==> src/rtl/mem_access_unit.sv <==
// mem_access_unit: memory-stage load/store engine for the LA32R core.
// Accepts one request from EX, drives an SRAM-like bus with an addr_ok/data_ok
// handshake, and returns a one-cycle response with extended load data or a
// misalignment flag. No-ops and misaligned accesses never touch the bus.
module mem_access_unit (
    input  logic        clk,
    input  logic        resetn,
    input  logic        req_valid,
    output logic        req_ready,
    input  logic        mem_read,
    input  logic        mem_write,
    input  logic [1:0]  size_mem,
    input  logic        is_unsign_load,
    input  logic [31:0] addr,
    input  logic [31:0] wdata,
    output logic        resp_valid,
    output logic [31:0] resp_rdata,
    output logic        resp_ale,
    output logic        busy,
    output logic        data_sram_req,
    output logic        data_sram_wr,
    output logic [1:0]  data_sram_size,
    output logic [3:0]  data_sram_wstrb,
    output logic [31:0] data_sram_addr,
    output logic [31:0] data_sram_wdata,
    input  logic        data_sram_addr_ok,
    input  logic        data_sram_data_ok,
    input  logic [31:0] data_sram_rdata
);

    typedef enum logic [1:0] {IDLE, ADDR, DATA} state_e;

    state_e      state_q, state_d;
    logic        req_q, req_d;
    logic        wr_q, wr_d;
    logic [1:0]  size_q, size_d;
    logic [3:0]  wstrb_q, wstrb_d;
    logic [31:0] addr_q, addr_d;
    logic [31:0] wdata_q, wdata_d;
    logic        unsign_q, unsign_d;
    logic        rvalid_q, rvalid_d;
    logic [31:0] rdata_q, rdata_d;
    logic        ale_q, ale_d;

    // Request decode: effective size (3 behaves as word), lane strobes,
    // replicated store data and the alignment check on the incoming address.
    logic [1:0]  sz_eff;
    logic [3:0]  strb_in;
    logic [31:0] wdata_rep;
    logic        noop_in;
    logic        mis_in;

    // Decode the incoming request fields into bus-ready form.
    always_comb begin
        sz_eff    = (size_mem == 2'd3) ? 2'd2 : size_mem;
        strb_in   = 4'hF;
        wdata_rep = wdata;
        case (sz_eff)
            2'd0: begin
                strb_in   = 4'b0001 << addr[1:0];
                wdata_rep = {4{wdata[7:0]}};
            end
            2'd1: begin
                strb_in   = 4'b0011 << {addr[1], 1'b0};
                wdata_rep = {2{wdata[15:0]}};
            end
            default: begin
                strb_in   = 4'hF;
                wdata_rep = wdata;
            end
        endcase
        noop_in = ~mem_read & ~mem_write;
        mis_in  = ((sz_eff == 2'd1) & addr[0]) |
                  ((sz_eff == 2'd2) & (addr[1:0] != 2'b00));
    end

    // Extract and extend the addressed lane of the returned word.
    logic [7:0]  lb;
    logic [15:0] lh;
    logic [31:0] ld_ext;

    // Pick the byte/half selected by the registered low address bits.
    always_comb begin
        lb     = data_sram_rdata[{addr_q[1:0], 3'b000} +: 8];
        lh     = data_sram_rdata[{addr_q[1], 4'b0000} +: 16];
        ld_ext = data_sram_rdata;
        case (size_q)
            2'd0:    ld_ext = {{24{~unsign_q & lb[7]}}, lb};
            2'd1:    ld_ext = {{16{~unsign_q & lh[15]}}, lh};
            default: ld_ext = data_sram_rdata;
        endcase
    end

    // Next-state and registered-output logic for the IDLE/ADDR/DATA handshake.
    always_comb begin
        state_d  = state_q;
        req_d    = req_q;
        wr_d     = wr_q;
        size_d   = size_q;
        wstrb_d  = wstrb_q;
        addr_d   = addr_q;
        wdata_d  = wdata_q;
        unsign_d = unsign_q;
        rvalid_d = 1'b0;
        rdata_d  = 32'd0;
        ale_d    = 1'b0;
        case (state_q)
            IDLE: begin
                if (req_valid) begin
                    if (noop_in || mis_in) begin
                        // Answered locally next cycle; bus stays quiet.
                        rvalid_d = 1'b1;
                        ale_d    = ~noop_in & mis_in;
                    end else begin
                        state_d  = ADDR;
                        req_d    = 1'b1;
                        wr_d     = mem_write;
                        size_d   = sz_eff;
                        addr_d   = addr;
                        wstrb_d  = mem_write ? strb_in : 4'h0;
                        wdata_d  = wdata_rep;
                        unsign_d = is_unsign_load;
                    end
                end
            end
            ADDR: begin
                if (data_sram_addr_ok) begin
                    req_d = 1'b0;
                    if (data_sram_data_ok) begin
                        state_d  = IDLE;
                        rvalid_d = 1'b1;
                        rdata_d  = wr_q ? 32'd0 : ld_ext;
                    end else begin
                        state_d = DATA;
                    end
                end
            end
            DATA: begin
                if (data_sram_data_ok) begin
                    state_d  = IDLE;
                    rvalid_d = 1'b1;
                    rdata_d  = wr_q ? 32'd0 : ld_ext;
                end
            end
            default: state_d = IDLE;
        endcase
    end

    // State and output registers; reset abandons any access in flight.
    always_ff @(posedge clk or negedge resetn) begin
        if (!resetn) begin
            state_q  <= IDLE;
            req_q    <= 1'b0;
            wr_q     <= 1'b0;
            size_q   <= 2'd0;
            wstrb_q  <= 4'h0;
            addr_q   <= 32'd0;
            wdata_q  <= 32'd0;
            unsign_q <= 1'b0;
            rvalid_q <= 1'b0;
            rdata_q  <= 32'd0;
            ale_q    <= 1'b0;
        end else begin
            state_q  <= state_d;
            req_q    <= req_d;
            wr_q     <= wr_d;
            size_q   <= size_d;
            wstrb_q  <= wstrb_d;
            addr_q   <= addr_d;
            wdata_q  <= wdata_d;
            unsign_q <= unsign_d;
            rvalid_q <= rvalid_d;
            rdata_q  <= rdata_d;
            ale_q    <= ale_d;
        end
    end

    assign req_ready       = (state_q == IDLE);
    assign busy            = (state_q != IDLE);
    assign resp_valid      = rvalid_q;
    assign resp_rdata      = rdata_q;
    assign resp_ale        = ale_q;
    assign data_sram_req   = req_q;
    assign data_sram_wr    = wr_q;
    assign data_sram_size  = size_q;
    assign data_sram_wstrb = wstrb_q;
    assign data_sram_addr  = addr_q;
    assign data_sram_wdata = wdata_q;

endmodule

==> config.mk <==
export PLATFORM = sky130hd
export DESIGN_NAME = mem_access_unit
export DESIGN_NICKNAME = d
export VERILOG_FILES = /design/src/rtl/mem_access_unit.sv
export SDC_FILE = /design/constraint.sdc
export NUM_CORES = 1
export LEC_CHECK = 0
export BUFFER_PORTS_ARGS = -buffer_cell sky130_fd_sc_hd__buf_2
export CORE_ASPECT_RATIO = 1.5
export CORE_MARGIN = 2
export CORE_UTILIZATION = 49
export CTS_BUF_LIST = sky130_fd_sc_hd__clkbuf_4
export CTS_CLUSTER_SIZE = 28
export DETAILED_ROUTE_END_ITERATION = 7
export PLACE_DENSITY = 0.82
export SYNTH_ARGS = -nofsm -noshare
export SYNTH_HDL_FRONTEND = slang
export SYNTH_SLANG_ARGS = --single-unit
==> constraint.sdc <==
create_clock -name clk -period 2.13 [get_ports clk]
set_clock_uncertainty 0.05 [all_clocks]
set_input_delay 0.1065 -clock clk [delete_from_list [all_inputs] [get_ports clk]]
set_output_delay 0.1065 -clock clk [all_outputs]
set_load 0.005 [all_outputs]
After elaboration in Yosys (flattened, before gate mapping)

Index checks and enable logic that the tools add are counted.

Register bits: 109
Bits in latches: 0
Bits in writable memories: 0
Bits in read-only memories: 0
Bits of input ports: 106
Output and inout bits: 108
Logic and storage cells: 74
Memories: 0

Add/subtract/negate cells: 0
Multiply operators: 0
Div/mod/pow operators: 0
Magnitude comparators: 0
Equality and inequality tests: 10
Shift-type cells: 4
Mux-type cells: 27
Bitwise gates (word level): 12
Reductions and logical operators: 10

Operators by type and width:

| cell                  | number |
|---|---|
| $pmux W32 S2          | 3 |
| $mux W32              | 3 |
| $shiftx A32 B6 Y16    | 1 |
| $shiftx A32 B6 Y8     | 1 |
| $mux W2               | 6 |
| $mux W1               | 10 |
| $ne A2 B2 Y1 const B  | 4 |
| $pmux W4 S2           | 1 |
| $reduce_and A4 Y1     | 2 |
| $and A1 B1 Y1         | 6 |
| $eq A2 B1 Y1 const B  | 3 |
| $eq A2 B2 Y1 const B  | 3 |
| $logic_not A2 Y1      | 3 |
| $pmux W2 S3           | 1 |
| $reduce_bool A2 Y1    | 3 |
| $not A1 Y1            | 5 |
| $mux W4               | 1 |
| $shl A1 B2 Y4 const A | 1 |
| $shl A2 B2 Y4 const A | 1 |
| $pmux W1 S3           | 1 |
| $reduce_and A3 Y1     | 1 |
| $pmux W1 S2           | 1 |
| $logic_or A1 B1 Y1    | 1 |
| $or A1 B1 Y1          | 1 |

Longest topological paths before layout

Word-level depth: 9
Mapped depth: 7
Mapped depth without buffers: 6

Worst setup path before layout

Ideal clock, no wire load.

Path kind: flip-flop to flip-flop
Start point: reg state_q[1]
End point: reg rdata_q[22] (netlist: resp_rdata[22])
Library setup time: 64 ps
Data arrival time: 1,611 ps
Data required time: 2,016 ps
Slack: 405 ps
Cell stages (with the launch flop): 8
Path buffers: 1
Period minus slack after synthesis: 1,725 ps
Cell sequence: dfrtp_1 -> inv_1 -> ha_1 -> a21oi_1 -> nand4bb_4 -> nor4_4 -> buf_6 -> a21o_1

Longest elaborated chain between the ends: 2

Ends and longest elaborated chain:

| element                                             | line | source |
|---|---|---|
| start: declaration                                  | 33   | `state_e state_q, state_d;` |
| start signal: assignment                            | 164  | `state_q <= state_d;` |
| $eq A2 B2 Y1 / $eq A2 B1 Y1 (equally long branches) | 107  | `case (state_q)` |
| $pmux W32 S2 *                                      | 107  |  |
| named net rdata_d[22]                               | 42   | `logic [31:0] rdata_q, rdata_d;` |
| end signal: assignment                              | 173  | `rdata_q <= rdata_d;` |
| end: declaration                                    | 42   |  |

Mark *: on every way through the listed nets, which the timed path passes. The rest lies on a longest branch.
A chain may end at the register's enable or synchronous reset.

Final worst setup path

Start point: reg state_q[1]
End point: reg rdata_q[20] (netlist: resp_rdata[20])

The elaborated chain is that of the path after synthesis.

==> impl_metrics.toml <==
[timing]
rsz0062_at_grt = "false"
timing.final.crit_share = 0.9419
period_minus_slack_ns = 2.006
setup_viol = 0
hold_viol = 0
fmax_mhz = 498.4
report.final.slew_viol_count = 0
tns_ns = 0
slew_headroom = 0.6184
worst_pin_slew_ns = 0.5718

[floorplan]
core_um2 = 10020
fp.dieH_um = 127.3
die-area_um2 = 10970
die_w_um = 86.19
rows = 45
initial_core_util = 0.4954
ios = 214

[yosys]
async_flop_share = 1.000
ys_seq_area_frac = 0.5494
synth_flop_cell = "dfrtp_1"
synthCells = 395
ys_warn_count = 0
synth-edff-count = 0
netlist_area_um2 = 4965
ys_types = 39
avgSynthCellArea_um2 = 12.57
ys_ff_latch = 109
syn_nets = 505

[routing]
drt_iter0_drc = 184
firstDrtPassIters = 5
drt_drc_violations_left = 0
vias = 4591
viasPerCell = 5.498
wl_per_cell_um = 18.93
wirelength_um = 15810
drtAntennaViolNets = 0

[worst_setup_path]
cp_top_family = "simple AND/OR/NAND/NOR gates"
worst-path-stages = 7
worstSetupEndpointType = "flip-flop"
worst_setup_path_start_kind = "flip-flop"
cp_slowest_cell = "dfrtp_1"
crit_required_ns = 2.47
critPathMaxStageDelay_ns = 0.45
critPathMaxFanout = 16
worstPathArrival_ns = 2.35
path_cells = "inv_1, ha_1, a21oi_1, nand4bb_4, nor4_4, buf_4, a21o_1"
worstSetupPathType = "flip-flop to flip-flop"
critPathBufInv = 2
r2r_cells = 7

[run_status]
status = "complete, no violations"

[layout]
final_nets = 823
area_growth_pct = 47.88
n_antenna_cell = 0
design_area_um2 = 7342
drive_gt1_frac = 0.4178
nFillCells = 655
postLayoutCoreUtil = 0.7326

[global_route]
grtUsageMet3 = 0.07364
grt_pass1_vias = 4867
met1_usage = 0.2992
grt_pass1_wl_um = 24100
grtUsageTotal = 0.2862
grt_overflow = 0
use_met2 = 0.5135
antenna_found_initial = 0
top_usage_layer = "met2"
grt_max_degree = 51

[placed_design]
place_congestion = 0.8354
io_buffer_count = 213
placed_area_um2 = 6170
dpl.hpwl_um = 9483

[worst_hold_path]
hp-class = "input pin to flip-flop"
hold_depth = 4

[run]
max_cap_violations = 0

[clock_tree]
clockBufferDepth = 2
cts_tree = "yes"
clkLatencyLatePin_ns = 0.46
cts_made_buffers = 9
postCtsSetupBuffers = 0
cts.sinks = 109
cts-root-buf = "clkbuf_4"
cts.clk_slew.worst_paths_ns = 0.17
h-tree-depth = 3

[power]
leakage_nw = 4.004
powerDensity_nw_per_um2 = 1002
ir_drop_v = 0.0006743
-- what timing repair did --
item	CTS	global route
setup endpoints to repair	0	2
hold buffers	105	0
hold endpoints to repair	174	0
gates resized for setup	0	1
-- kinds of logic (layout without fill, tap and decap cells) --
group | count (synthesis) | count (layout) | synth area share
flops | 109 | 109 | 0.5494
compound gates | 97 | 97 | 0.1270
mux | 77 | 77 | 0.2024
simple gates | 72 | 72 | 0.07032
buf+inv | 36 | 359 | 0.04083
fa+ha+maj | 4 | 4 | 0.01008
-- tightest hold or removal path, delay by kind of cell --
family,cells,cell delay (ns)
compound gates,1,0.08
simple gates,1,0.12
buf+inv,1,0.12
mux,1,0.16
-- metal layers --
| layer | vias to the layer above | wire length (µm) |
|---|---|---|
| li1 | 2035 | - |
| met2 | 270 | 8490 |
| met3 | 70 | 1126 |
| met4 | 0 | 750 |
| met1 | 2216 | 5441 |
| met5 | - | 0 |
-- flip-flops by register name, indices dropped and copies added, names as in the netlist, 2 cells and up --
register,cells
data_sram_addr,32
data_sram_wdata,32
resp_rdata,32
data_sram_wstrb,4
data_sram_size,2
state_q,2
-- layout by cell type (no fill, tap or decap), types with 7 or more instances in the layout --
cell           count
mux2_4            41
a21oi_1           12
o21ai_0           37
dfrtp_1          109
buf_4             10
nand2_1           34
inv_1             12
nor2_1            24
buf_2            212
clkbuf_4           9
a222oi_1           7
mux2i_1           24
mux2_2            10
dlygate4sd3_1    105
a21o_1            17
-- final timing paths --
kind	startpoint	endpoint	slack (ns)
min	size_mem[1]	data_sram_wdata[8]	0.10
max in group asynchronous	resetn	resp_rdata[26]	1.18
max reg2reg	state_q[1]	resp_rdata[20]	0.12
min in group asynchronous	resetn	data_sram_addr[11]	0.11
min reg2reg	data_sram_wdata[12]	data_sram_wdata[12]	0.45
max	state_q[1]	resp_rdata[20]	0.12
-- power breakdown --
group | switching, mW | internal, mW | leakage [nW]
Clock | 0.683 | 0.245 | 0.0639
Combinational | 1.34 | 1.74 | 2.56
Sequential | 0.562 | 2.79 | 1.38
-- Yosys cell counts, drive strengths merged (2+ instances only) --
cell / count / area (µm²)
nand2: 34 / 127.6
a21oi: 12 / 60.06
ha: 4 / 50.05
mux2: 51 / 728.2
mux2i: 25 / 254.0
a21o: 17 / 127.6
nor2b: 4 / 25.02
o21ai: 40 / 200.2
inv: 12 / 45.04
nor3: 3 / 25.02
buf: 17 / 131.4
dfrtp: 109 / 2728
o22ai: 3 / 18.77
o21a: 2 / 15.01
a31oi: 2 / 12.51
a221oi: 3 / 26.28
a221o: 6 / 60.06
nor2: 25 / 96.35
a222oi: 7 / 70.07
clkbuf: 7 / 26.28
-- metrics by stage --
stage	total power, mW	instances	hold WS [ns]	setup slack (ns)
6_report	7.359	835	0.1009	0.1237
5_1_grt	7.813	835	0.09820	0.006285
2_1_floorplan	4.927	395	-0.2391	0.4053
4_1_cts	7.292	835	0.07453	0.1272
3_3_place_gp	6.080	714	0.06791	0.2963
3_5_place_dp	6.203	714	0.07379	0.1864
-- final cells by class --
| class | count | area, µm² | share of cell area |
|---|---|---|---|
| tap | 117 | 146.4 | 0.01994 |
| inverter | 12 | 45.04 | 0.006135 |
| multi-input combinational | 250 | 2037 | 0.2774 |
| timing repair buffer | 331 | 2267 | 0.3088 |
| clock inverter | 7 | 51.30 | 0.006987 |
| clock buffer | 9 | 67.56 | 0.009202 |
| sequential | 109 | 2728 | 0.3715 |
Note: power is estimated with default switching activity, not from simulation.
